### config.mk
export PLATFORM = sky130hd
export DESIGN_NAME = i2s_tx
export DESIGN_NICKNAME = d
export VERILOG_FILES = /design/src/rtl/i2s_tx.sv
export SDC_FILE = /design/constraint.sdc
export NUM_CORES = 1
export LEC_CHECK = 0
export ABC_CLOCK_PERIOD_IN_PS = 4000
export BUFFER_PORTS_ARGS = -buffer_cell sky130_fd_sc_hd__buf_2
export CAP_MARGIN = 15
export CORE_AREA = 4 4 112 114
export CTS_BUF_LIST = sky130_fd_sc_hd__clkbuf_16
export CTS_CLUSTER_DIAMETER = 50
export DETAILED_ROUTE_END_ITERATION = 12
export DIE_AREA = 0 0 116 118
export GPL_TIMING_DRIVEN = 0
export HOLD_SLACK_MARGIN = 0.03
export PLACE_DENSITY = 0.58
export SLEW_MARGIN = 30
export SYNTH_ARGS = -nofsm -noshare
export SYNTH_HDL_FRONTEND = slang
export SYNTH_SLANG_ARGS = --single-unit
### constraint.sdc
create_clock -name mclk -period 4 [get_ports mclk]
set_input_delay 0.4 -clock mclk [delete_from_list [all_inputs] [get_ports mclk]]
set_output_delay 0.4 -clock mclk [all_outputs]
set_load 0.05 [all_outputs]
### src/rtl/i2s_tx.sv
// I2S transmitter: serialises left/right sample pairs onto sdata, MSB one SCLK after each lrck transition.
// Runs entirely on mclk; sclk/lrck are sampled and their falling/changing edges detected internally.
module i2s_tx #(
  parameter int DATA_WIDTH = 24,
  parameter int SLOT_WIDTH = 32
) (
  input  logic                  mclk,
  input  logic                  arstn,
  input  logic                  lrck,
  input  logic                  sclk,
  input  logic                  s_valid,
  output logic                  s_ready,
  input  logic [DATA_WIDTH-1:0] s_left,
  input  logic [DATA_WIDTH-1:0] s_right,
  output logic                  sdata,
  output logic                  underrun,
  output logic                  slot_err
);

  localparam int CNT_W = $clog2(SLOT_WIDTH + 1);

  typedef enum logic [1:0] {IDLE, LEFT, RIGHT} state_t;

  state_t                  state_q, state_d;
  logic [SLOT_WIDTH-1:0]   shreg_q, shreg_d;
  logic [DATA_WIDTH-1:0]   r_hold_q, r_hold_d;
  logic [DATA_WIDTH-1:0]   l_buf_q, l_buf_d;
  logic [DATA_WIDTH-1:0]   r_buf_q, r_buf_d;
  logic                    full_q, full_d;
  logic [CNT_W-1:0]        cnt_q, cnt_d;
  logic                    sclk_q, sclk_d;
  logic                    lrck_q, lrck_d;
  logic                    sdata_q, sdata_d;
  logic                    underrun_q, underrun_d;
  logic                    slot_err_q, slot_err_d;

  logic fall_ev;
  logic lr_edge;
  logic xfer;
  logic cnt_bad;

  // Left-justify a sample in its slot; the trailing bits are zero.
  function automatic logic [SLOT_WIDTH-1:0] align_msb(input logic [DATA_WIDTH-1:0] w);
    align_msb = SLOT_WIDTH'(w) << (SLOT_WIDTH - DATA_WIDTH);
  endfunction

  assign fall_ev  = sclk_q & ~sclk;
  assign lr_edge  = fall_ev & (lrck_q ^ lrck);
  assign xfer     = s_valid & ~full_q;
  assign cnt_bad  = (cnt_q != CNT_W'(SLOT_WIDTH - 1));

  assign s_ready  = ~full_q;
  assign sdata    = sdata_q;
  assign underrun = underrun_q;
  assign slot_err = slot_err_q;

  always_comb begin
    state_d    = state_q;
    shreg_d    = shreg_q;
    r_hold_d   = r_hold_q;
    l_buf_d    = l_buf_q;
    r_buf_d    = r_buf_q;
    full_d     = full_q;
    cnt_d      = cnt_q;
    sclk_d     = sclk;
    lrck_d     = lrck;
    sdata_d    = sdata_q;
    underrun_d = 1'b0;
    slot_err_d = slot_err_q;

    if (fall_ev) begin
      if (lr_edge && !lrck) begin
        if (state_q != IDLE && cnt_bad) slot_err_d = 1'b1;
        sdata_d = shreg_q[SLOT_WIDTH-1];
        state_d = LEFT;
        cnt_d   = '0;
        if (full_q) begin
          shreg_d  = align_msb(l_buf_q);
          r_hold_d = r_buf_q;
          full_d   = 1'b0;
        end else begin
          shreg_d    = '0;
          r_hold_d   = '0;
          underrun_d = 1'b1;
        end
      end else if (lr_edge && lrck) begin
        // A rising lrck before the first frame start is ignored.
        if (state_q != IDLE) begin
          if (cnt_bad) slot_err_d = 1'b1;
          sdata_d = shreg_q[SLOT_WIDTH-1];
          state_d = RIGHT;
          cnt_d   = '0;
          shreg_d = align_msb(r_hold_q);
        end
      end else if (state_q != IDLE) begin
        sdata_d = shreg_q[SLOT_WIDTH-1];
        shreg_d = shreg_q << 1;
        // Saturate so a stalled lrck can never wrap back to a "good" count.
        if (cnt_q != CNT_W'(SLOT_WIDTH)) cnt_d = cnt_q + CNT_W'(1);
      end
    end

    // Only fires when empty, so it never collides with the consumption above.
    if (xfer) begin
      full_d  = 1'b1;
      l_buf_d = s_left;
      r_buf_d = s_right;
    end
  end

  always_ff @(posedge mclk or negedge arstn) begin
    if (!arstn) begin
      state_q    <= IDLE;
      shreg_q    <= '0;
      r_hold_q   <= '0;
      full_q     <= 1'b0;
      cnt_q      <= '0;
      sclk_q     <= 1'b0;
      lrck_q     <= 1'b0;
      sdata_q    <= 1'b0;
      underrun_q <= 1'b0;
      slot_err_q <= 1'b0;
    end else begin
      state_q    <= state_d;
      shreg_q    <= shreg_d;
      r_hold_q   <= r_hold_d;
      full_q     <= full_d;
      cnt_q      <= cnt_d;
      sclk_q     <= sclk_d;
      lrck_q     <= lrck_d;
      sdata_q    <= sdata_d;
      underrun_q <= underrun_d;
      slot_err_q <= slot_err_d;
    end
  end

  // Sample storage is qualified by full_q, so it needs no reset.
  always_ff @(posedge mclk) begin
    l_buf_q <= l_buf_d;
    r_buf_q <= r_buf_d;
  end

endmodule
# After elaboration in Yosys (flattened, before gate mapping)
# Cells that the tools add are included.
[totals]
ff_bits = 118
in_bits = 53
out_inout_bits = 4
elab_cells = 66
[op_classes]
addsub = 1
n_eq_ne = 3
n_mux = 27
n_bitwise = 6
n_reduce_logical = 17
[op_table]
columns = ["op", "count"]
rows = [
  ["2-to-1 mux 32 bit", 5],
  ["2-to-1 mux 6 bit", 5],
  ["2-to-1 mux 24 bit", 1],
  ["2-to-1 mux 1 bit", 13],
  ["nonzero test 2 bit", 6],
  ["adder 6 x 1 -> 6 bit (second input constant)", 1],
  ["2-to-1 mux 2 bit", 3],
  ["!= test 6 x 5 -> 1 bit (second input constant)", 1],
  ["!= test 6 bit (second input constant)", 1],
  ["AND reduction 2 bit", 3],
  ["AND reduction 3 bit", 2],
  ["AND reduction 5 bit", 1],
  ["AND 1 bit", 3],
  ["logical AND 1 bit", 3],
  ["nonzero test 3 bit", 1],
  ["!= test 2 x 1 -> 1 bit (second input constant)", 1],
  ["NOT 1 bit", 2],
  ["zero test 1 bit", 1],
  ["XOR 1 bit", 1],
]

# Depth between registers and ports, before layout
# Gate-level depths: netlist of run 1.
[logic_depth]
word_depth = 7
depth_mapped = 7

# Worst setup path before layout of run 1
# OpenSTA, ideal clock, no wires.
[synth_path]
kind = "flip-flop to flip-flop"
startpoint = "reg full_q"
endpoint = "reg l_buf_q[0], enable pin"
setup_ps = 459
t_arrival_ps = 2660
required_ps = 3541
setup_slack_ps = 881
stages_incl_launch_ff = 3
synth_period_minus_slack_ps = 3119
cell_sequence = "dfrtp_1 buf_2 nor2b_1"
[synth_via]
elab_chain_len = 2
[synth_lines]
columns = ["element", "line_no", "text"]
rows = [
  ["start, declared", "29", "logic full_q, full_d;"],
  ["start signal, assigned", "127", "full_q <= full_d;"],
  ["NOT 1 bit", "49", "assign xfer = s_valid & ~full_q;"],
  ["AND 1 bit", "49", ""],
  ["end signal, assigned", "139", "l_buf_q <= l_buf_d;"],
  ["end, declared", "27", "logic [DATA_WIDTH-1:0] l_buf_q, l_buf_d;"],
]
# No other way between the ends.
# A chain may end at the register's enable or synchronous reset.

# Worst setup path after layout of run 1
[layout_path]
startpoint = "reg sclk_q"
endpoint = "reg shreg_q[22]"
[layout_via]
elab_chain_len = 5
elab_cells_between_ends = 8
cone_classes = "2 x mux; 2 x bitwise; 4 x reduce/logical"
[layout_lines]
columns = ["element", "line_no", "text"]
rows = [
  ["start, declared", "31", "logic sclk_q, sclk_d;"],
  ["start signal, assigned", "129", "sclk_q <= sclk_d;"],
  ["AND 1 bit (*)", "47", "assign fall_ev = sclk_q & ~sclk;"],
  ["AND 1 bit", "48", "assign lr_edge = fall_ev & (lrck_q ^ lrck);"],
  ["logical AND 1 bit (on tied branches)", "86, 72", ""],
  ["2-to-1 mux 32 bit or nonzero test 2 bit (tied branches)", "--", ""],
  ["2-to-1 mux 32 bit or AND reduction 2 bit (tied branches)", "--", ""],
  ["end signal, assigned", "125", "shreg_q <= shreg_d;"],
  ["end, declared", "25", "logic [SLOT_WIDTH-1:0] shreg_q, shreg_d;"],
]
# Every way passes the cells marked *; elsewhere a longest branch is shown, timed or not.

==> results of run 1 <==
[area by class of cell]
type,count,area (um^2),area share (%)
flip-flops and latches,110,2990,55.5
multi-input cells,263,1420,26.3
repair buffers,60,368,6.82
clock buffers,9,225,4.18
well taps,143,179,3.32
plain buffers,29,135,2.51
clock inverters,7,47.5,0.881
inverters,7,26.3,0.487
[worst max-delay path by stage]
| stage | from | to | slack (ns) |
|---|---|---|---|
| floorplan | full_q$_DFFE_PN0P_ | l_buf_q[0]$_DFFE_PP_ | 0.88 |
| detailed placement | sclk | shreg_q[17]$_DFFE_PN0P_ | 2.09 |
| finish | sclk_q$_DFF_PN0_ | shreg_q[22]$_DFFE_PN0P_ | 2.24 |
| global placement | full_q$_DFFE_PN0P_ | l_buf_q[6]$_DFFE_PP_ | 0.03 |
| CTS | full_q$_DFFE_PN0P_ | s_ready | 2.24 |
| global route | sclk_q$_DFF_PN0_ | shreg_q[21]$_DFFE_PN0P_ | 2.05 |
[registers in the layout, indices dropped and copies added (netlist names)]
register / cells
r_hold_q: 24
full_q: 1
l_buf_q: 24
slot_err: 1
shreg_q: 24
lrck_q: 1
sclk_q: 1
cnt_q: 6
r_buf_q: 24
underrun: 1
sdata: 1
state_q: 2
[worst max-delay path: stages, from the launching register on]
cell and delay [ns]:
dfrtp_1 0.40, nand2b_1 0.08, clkbuf_2 0.19, clkbuf_1 0.38
o21ai_0 0.16, a222oi_1 0.31, a21oi_1 0.12
[layer usage]
| layer | vias up | global-route usage [%] | part of all wire (%) |
|---|---|---|---|
| li1 | 1601 | - | - |
| met4 | 0 | 3.99 | 1.2 |
| met3 | 10 | 4.47 | 5.9 |
| met5 | - | 0 | 0 |
| met2 | 104 | 22.8 | 46 |
| met1 | 1558 | 21.7 | 47 |
[what timing repair did]
action                                 4_1_cts  5_1_grt
hold buffers                                 1        0
resized for setup                            0        0
endpoints found under the hold margin       22        0
[power by group through the flow]
| stage | registers, W | clock network (W) | logic [W] |
|---|---|---|---|
| 6_report | 0.00153 | 0.000841 | 0.000509 |
| 5_1_grt | 0.00155 | 0.000914 | 0.000594 |
| 4_1_cts | 0.00152 | 0.000858 | 0.000512 |
| 3_5_place_dp | 0.00154 | 0 | 0.000510 |
| 3_3_place_gp | 0.00154 | 0 | 0.000480 |
| 2_1_floorplan | 0.00152 | 0 | 0.000365 |
[cells in the final DEF, fill, tap and decap left out, drive strengths merged, types with 2 or more instances in the layout]
master   count
a21oi       26
a222oi      23
buf         71
clkbuf      26
clkinv       3
dfrtp       62
edfxtp      48
ha           2
inv         11
nand2       79
nand2b      28
nand3        6
nor2        29
nor2b        2
nor3         2
o21ai       51
o2bb2ai      3
[cells by family after synthesis]
| family | after synthesis | share of synthesized area [%] |
|---|---|---|
| buffers and inverters | 36 | 3.53 |
| flip-flops | 110 | 65.5 |
| XOR/XNOR | 1 | 0.192 |
| AND/OR/NAND/NOR | 152 | 15.2 |
| AO/OA/AOI/OAI | 108 | 15.0 |
| adder cells (fa/ha/maj) | 2 | 0.548 |
[through the flow]
stage	instances	setup slack [ns]
global placement	608	0.0255
global route	628	2.05
finish	628	2.24
floorplan	409	0.881
detailed placement	611	2.09
CTS	628	2.24
==> results.py, run 1 <==
metrics = {
    "floorplanning": {
        "start_util_pct": 40.0,
        "fp.dieW_um": 116,
        "num_rows": 39,
        "die_area_mm2": 0.0137,
        "ioPinCount": 57,
        "coreArea_mm2": 0.0114,
        "fp.dieH_um": 118,
    },
    "synth": {
        "synth_area_mm2": 0.00457,
        "syn_inst": 409,
        "synth-main-ff-cell": "dfrtp_1",
        "syn_area_per_cell_um2": 11.2,
        "synth_top_area_share_pct": 34.0,
        "syn_nets": 464,
        "yosysMostFrequentCell": "nand2_1",
        "synth_area_leaders": "dfrtp_1, edfxtp_1, nand2_1, o21ai_0, a222oi_1",
        "ys_ff_latch": 110,
        "synth_edf_count": 48,
        "synthTopCellsByCount": "nand2_1, dfrtp_1, o21ai_0",
        "synth_cell_types": 34,
        "ys_async_sr_fraction_pct": 56.4,
        "ys_seq_area_share_pct": 65.5,
        "ys_warn_count": 0,
        "synth_area_leader_cell": "dfrtp_1",
    },
    "pwr": {
        "vdd_drop_max_mv": 0.334,
        "p_sw_w": 0.000838,
        "pwr-share-seq_pct": 53.1,
        "p_leak_nw": 2.25,
        "p_int_w": 0.00204,
        "cellPowerDensity_mw_per_mm2": 533,
        "combPwrFrac_pct": 17.7,
        "p_total_w": 0.00288,
        "clockPowerShare_pct": 29.2,
        "switching_share_pct": 29.1,
    },
    "clocking": {
        "clk_latency_ns": 0.36,
        "cts_tree": "done",
        "path_clk_slew_ns": 0.07,
        "cts_buffer_depth": 2,
        "cts_max_level": 3,
        "post_cts_buffers": 0,
        "cts_sinks": 110,
        "root_buffer": "clkbuf_16",
        "numCtsBuffers": 9,
    },
    "finish": {
        "finalInstanceArea_mm2": 0.00539,
        "area_delta_synth_final_pct": 18.1,
        "drive_gt1_share_pct": 18.6,
        "final_core_util_pct": 47.2,
        "antenna_cells": 0,
        "nets": 535,
        "fill_cells": 1067,
    },
    "timing": {
        "setup_viol": 0,
        "fmax_ghz": 0.567,
        "maxSlewViolCount": 0,
        "grt_setup_unrepaired": "false",
        "fin_crit_sh_pct": 44.1,
        "period_needed_ns": 1.76,
        "worst_pin_slew_ns": 0.511,
        "slew_headroom_pct": 65.9,
        "whs_ns": 0.192,
        "clock_skew_ns": 0.0128,
        "hold_violations": 0,
        "fin_setup_tns_ns": 0,
    },
    "grt": {
        "grt_pass1_vias": 3353,
        "gr-total-overflow": 0,
        "grt_usage_pct": 15.3,
        "grt_max_degree": 41,
        "grt_pass1_wl_mm": 16.5,
        "antenna_found_initial": 0,
    },
    "placed_design": {
        "io_buffer_count": 56,
        "place.gp.congestion": 0.760,
        "hpwl_mm": 7.05,
        "post_dp_cell_area_mm2": 0.00511,
    },
    "worst_hold_path": {
        "min_to": "lrck_q$_DFF_PN0_",
        "hold_depth": 1,
        "hold_start": "lrck",
        "min_path_type": "in -> reg",
    },
    "detailed_routing": {
        "vias": 3273,
        "dr.pass1.iters": 6,
        "avgRoutedWirePerCell_um": 15.7,
        "ant_nets": 0,
        "drc": 0,
        "drt_wl_total_mm": 9.85,
        "avgViaCountPerCell": 5.21,
        "detail_route.iter0.violations": 398,
    },
    "setup_path": {
        "reg2regPathDepth": 6,
        "regToRegEndpoint": "shreg_q[22]$_DFFE_PN0P_",
        "crit_required_ns": 4.22,
        "end_kind": "register",
        "cp_max_fo": 10,
        "ff2ff_setup_slack_ns": 2.24,
        "startpoint_type": "register",
        "critical_path_class": "reg -> reg",
        "crit_arrival_ns": 1.98,
        "r2r-start": "sclk_q$_DFF_PN0_",
    },
    "outcome": {
        "status": "finished, final reports clean",
    },
    "run": {
        "max-cap-violations": 0,
    },
}
Power figures use the tool's default switching activity.
==> inputs of run 2 (changes only) <==
==> config.mk (replaced) <==
export PLATFORM = sky130hd
export DESIGN_NAME = i2s_tx
export DESIGN_NICKNAME = d
export VERILOG_FILES = /design/src/rtl/i2s_tx.sv
export SDC_FILE = /design/constraint.sdc
export NUM_CORES = 1
export LEC_CHECK = 0
export ABC_AREA = 1
export ABC_CLOCK_PERIOD_IN_PS = 1500
export BUFFER_PORTS_ARGS = -buffer_cell sky130_fd_sc_hd__buf_2
export CAP_MARGIN = 15
export CORE_AREA = 4 4 111 113
export CTS_BUF_LIST = sky130_fd_sc_hd__clkbuf_16
export CTS_CLUSTER_DIAMETER = 50
export DETAILED_ROUTE_END_ITERATION = 12
export DIE_AREA = 0 0 115 117
export GPL_TIMING_DRIVEN = 0
export HOLD_SLACK_MARGIN = 0.03
export PLACE_DENSITY = 0.6
export SLEW_MARGIN = 30
export SYNTH_ARGS = -nofsm -noshare
export SYNTH_HDL_FRONTEND = slang
export SYNTH_SLANG_ARGS = --single-unit
==> constraint.sdc (replaced) <==
create_clock -name mclk -period 1.5 [get_ports mclk]
set_input_delay 0.15 -clock mclk [delete_from_list [all_inputs] [get_ports mclk]]
set_output_delay 0.15 -clock mclk [all_outputs]
set_load 0.05 [all_outputs]
==> run 2 against run 1 <==
Global-route usage increased by 1.9 points; sequential power increased to 2.5 times the previous value; power increased to 2.7 times the previous value; synthesized cell count increased by 1.7%; sequential share of layout area decreased by 5.2 points; worst setup slack got worse by 2.2 ns; die area decreased by 1.7%; clock power increased to 3.0 times the previous value; critical endpoint is now state_q[0]$_DFFE_PN0P_.
==> results.py, run 2 <==
metrics = {
    "outcome": {
        "status": "finished, final reports clean",
    },
    "setup_path": {
        "critical_path_class": "reg -> reg",
        "crit_start": "sclk_q$_DFF_PN0_",
        "crit_path_cell_trace": "inv_2 > nor2_8 > nand3_4 > clkbuf_1 > o21ai_0",
        "ff2ff_setup_slack_ns": 0.06,
        "reg2regPathDepth": 5,
        "crit_family": "buffers and inverters",
        "crit_arrival_ns": 1.63,
        "path_buf_inv": 2,
        "crit_required_ns": 1.69,
        "slowest_stage": "clkbuf_1",
        "worst-path-stages": 5,
        "regToRegEndpoint": "state_q[0]$_DFFE_PN0P_",
        "crit_end": "state_q[0]$_DFFE_PN0P_",
        "cp_max_fo": 10,
        "max_stage_delay_ns": 0.45,
        "startpoint_type": "register",
        "end_kind": "register",
        "r2r-start": "sclk_q$_DFF_PN0_",
    },
    "synth": {
        "ys_warn_count": 0,
        "ys_async_sr_fraction_pct": 56.4,
        "syn_inst": 416,
        "synth-main-ff-cell": "dfrtp_1",
        "yosysMostFrequentCell": "nand2_1",
        "synth_area_leaders": "dfrtp_1, edfxtp_1, nand2_1, nor2_1, a22o_1",
        "syn_area_per_cell_um2": 10.8,
        "synthTopCellsByCount": "nand2_1, nor2_1, dfrtp_1",
        "synth_edf_count": 48,
        "syn_nets": 471,
        "ys_ff_latch": 110,
        "synth_top_area_share_pct": 34.5,
        "synth_area_leader_cell": "dfrtp_1",
        "ys_seq_area_share_pct": 66.6,
        "synth_area_mm2": 0.00449,
        "synth_cell_types": 24,
    },
    "finish": {
        "antenna_cells": 0,
        "multi_input_area_mm2": 0.00134,
        "final_core_util_pct": 52.6,
        "layout_common_cells": "nand2_1, nor2_1, buf_2, dfrtp_1, dlygate4sd3_1",
        "final_common_cell": "nand2_1",
        "regArea_mm2": 0.00299,
        "drive_gt1_share_pct": 20.7,
        "area_delta_synth_final_pct": 32.6,
        "fill_cells": 1002,
        "nets": 601,
    },
    "floorplanning": {
        "fp.dieH_um": 117,
        "ioPinCount": 57,
        "coreArea_mm2": 0.0113,
        "num_rows": 39,
        "fp.dieW_um": 115,
        "die_area_mm2": 0.0135,
        "start_util_pct": 39.7,
    },
    "clocking": {
        "root_buffer": "clkbuf_16",
        "numCtsBuffers": 9,
        "cts_sinks": 110,
        "cts_max_level": 3,
        "clk_latency_ns": 0.34,
        "cts_buffer_depth": 2,
        "cts_tree": "done",
        "path_clk_slew_ns": 0.07,
    },
    "detailed_routing": {
        "drc": 0,
        "detail_route.iter0.violations": 172,
        "drt_wl_total_mm": 10.6,
        "vias": 3389,
        "ant_nets": 0,
        "avgRoutedWirePerCell_um": 15.2,
        "dr.pass1.iters": 5,
        "avgViaCountPerCell": 4.88,
    },
    "timing": {
        "slew_headroom_pct": 63.9,
        "maxSlewViolCount": 0,
        "grt_setup_unrepaired": "true",
        "period_needed_ns": 1.44,
        "clock_skew_ns": 0.00890,
        "setup_viol": 0,
        "worst_pin_slew_ns": 0.541,
        "fin_crit_sh_pct": 95.9,
        "fin_ws_ns": 0.0615,
        "fmax_ghz": 0.695,
        "hold_violations": 0,
        "fin_setup_tns_ns": 0,
    },
    "pwr": {
        "p_leak_nw": 2.66,
        "cellPowerDensity_mw_per_mm2": 1280,
        "p_total_w": 0.00765,
        "vdd_drop_max_mv": 0.600,
    },
    "placed_design": {
        "io_buffer_count": 56,
        "place.gp.congestion": 0.845,
        "hpwl_mm": 7.02,
        "dpl_worst_slack_ns": -0.480,
    },
    "run": {
        "max-cap-violations": 0,
    },
    "grt": {
        "grt_pass1_wl_mm": 17.7,
        "antenna_found_initial": 0,
        "grt_pass1_vias": 3474,
        "grt_usage_pct": 17.1,
        "grt_max_degree": 34,
        "gr-total-overflow": 0,
    },
    "worst_hold_path": {
        "min_path_type": "in -> reg",
    },
}
==> run 2: cell types whose count changed after synthesis, sizes merged, moves of 24 or more <==
cell and delta:
nand2b -28, a21oi -24, nand4 +25, o21ai -39
nand2 +25, nor2 +38
==> run 2: repair_timing <==
action,4_1_cts,5_1_grt
hold buffers,51,0
buffers inserted,1,7
gates cloned,1,0
pin swaps,1,3
endpoints found under the setup margin,48,61
resized for setup,1,25
hold endpoints to repair,79,0
==> run 2: tightest hold or removal path: stages <==
cell and delay, ns:
buf_2 0.07, inv_1 0.12, a21oi_1 0.17
==> run 2: worst min-delay path by stage <==
stage	start	cells after the start	endpoint	slack, ns
2_1_floorplan	arstn	0	cnt_q[0]$_DFFE_PN0P_	-0.15
3_3_place_gp	s_right[19]	1	r_buf_q[19]$_DFFE_PP_	0.33
3_5_place_dp	arstn	1	r_hold_q[22]$_DFFE_PN0P_	0.10
4_1_cts	s_valid	3	full_q$_DFFE_PN0P_	0.20
5_1_grt	s_valid	3	full_q$_DFFE_PN0P_	0.22
6_report	s_valid	3	full_q$_DFFE_PN0P_	0.21
==> run 2: logic make-up (layout without fill, tap and decap cells) <==
logic type / after synthesis / count (layout) / synth area share [%]
AO/OA/AOI/OAI: 45 / 45 / 7.35
adder cells (fa/ha/maj): 2 / 2 / 0.557
buffers and inverters: 41 / 175 / 4.07
flip-flops: 110 / 110 / 66.6
AND/OR/NAND/NOR: 218 / 219 / 21.4
==> run 2: cell type report <==
| cell class | count | share of cell area (%) |
|---|---|---|
| Clock inverter | 7 | 1.53 |
| Clock buffer | 9 | 3.78 |
| Multi-Input combinational cell | 266 | 22.6 |
| Buffer | 22 | 2.52 |
| Timing Repair Buffer | 118 | 15.2 |
| Sequential cell | 110 | 50.3 |
| Inverter | 19 | 1.20 |
| Tap cell | 143 | 3.00 |
==> run 2: routing by layer <==
layer,up-vias,wire length (um),track usage [%]
met5,-,0,0
met4,0,294,7.36
met3,17,578,2.78
met2,96,4910,27.6
met1,1591,4790,23.2
li1,1685,-,-
==> run 2: report_power, final <==
part	total (W)	switching [W]	internal, W	leakage [nW]
clock	0.00250	0.00105	0.00146	0.161
combinational	0.00126	0.000666	0.000597	1.31
sequential	0.00388	0.000288	0.00360	1.19
total	0.00765	0.00200	0.00565	2.66
==> run 2: per-stage QoR <==
stage                     cells  instance area (um^2)  hold WS, ns
final                       694                  5960        0.209
after floorplan             416                  4510       -0.146
after global routing        694                  5960        0.222
after CTS                   687                  5870        0.203
after detailed placement    618                  5020        0.101
after global placement      615                  4970        0.327
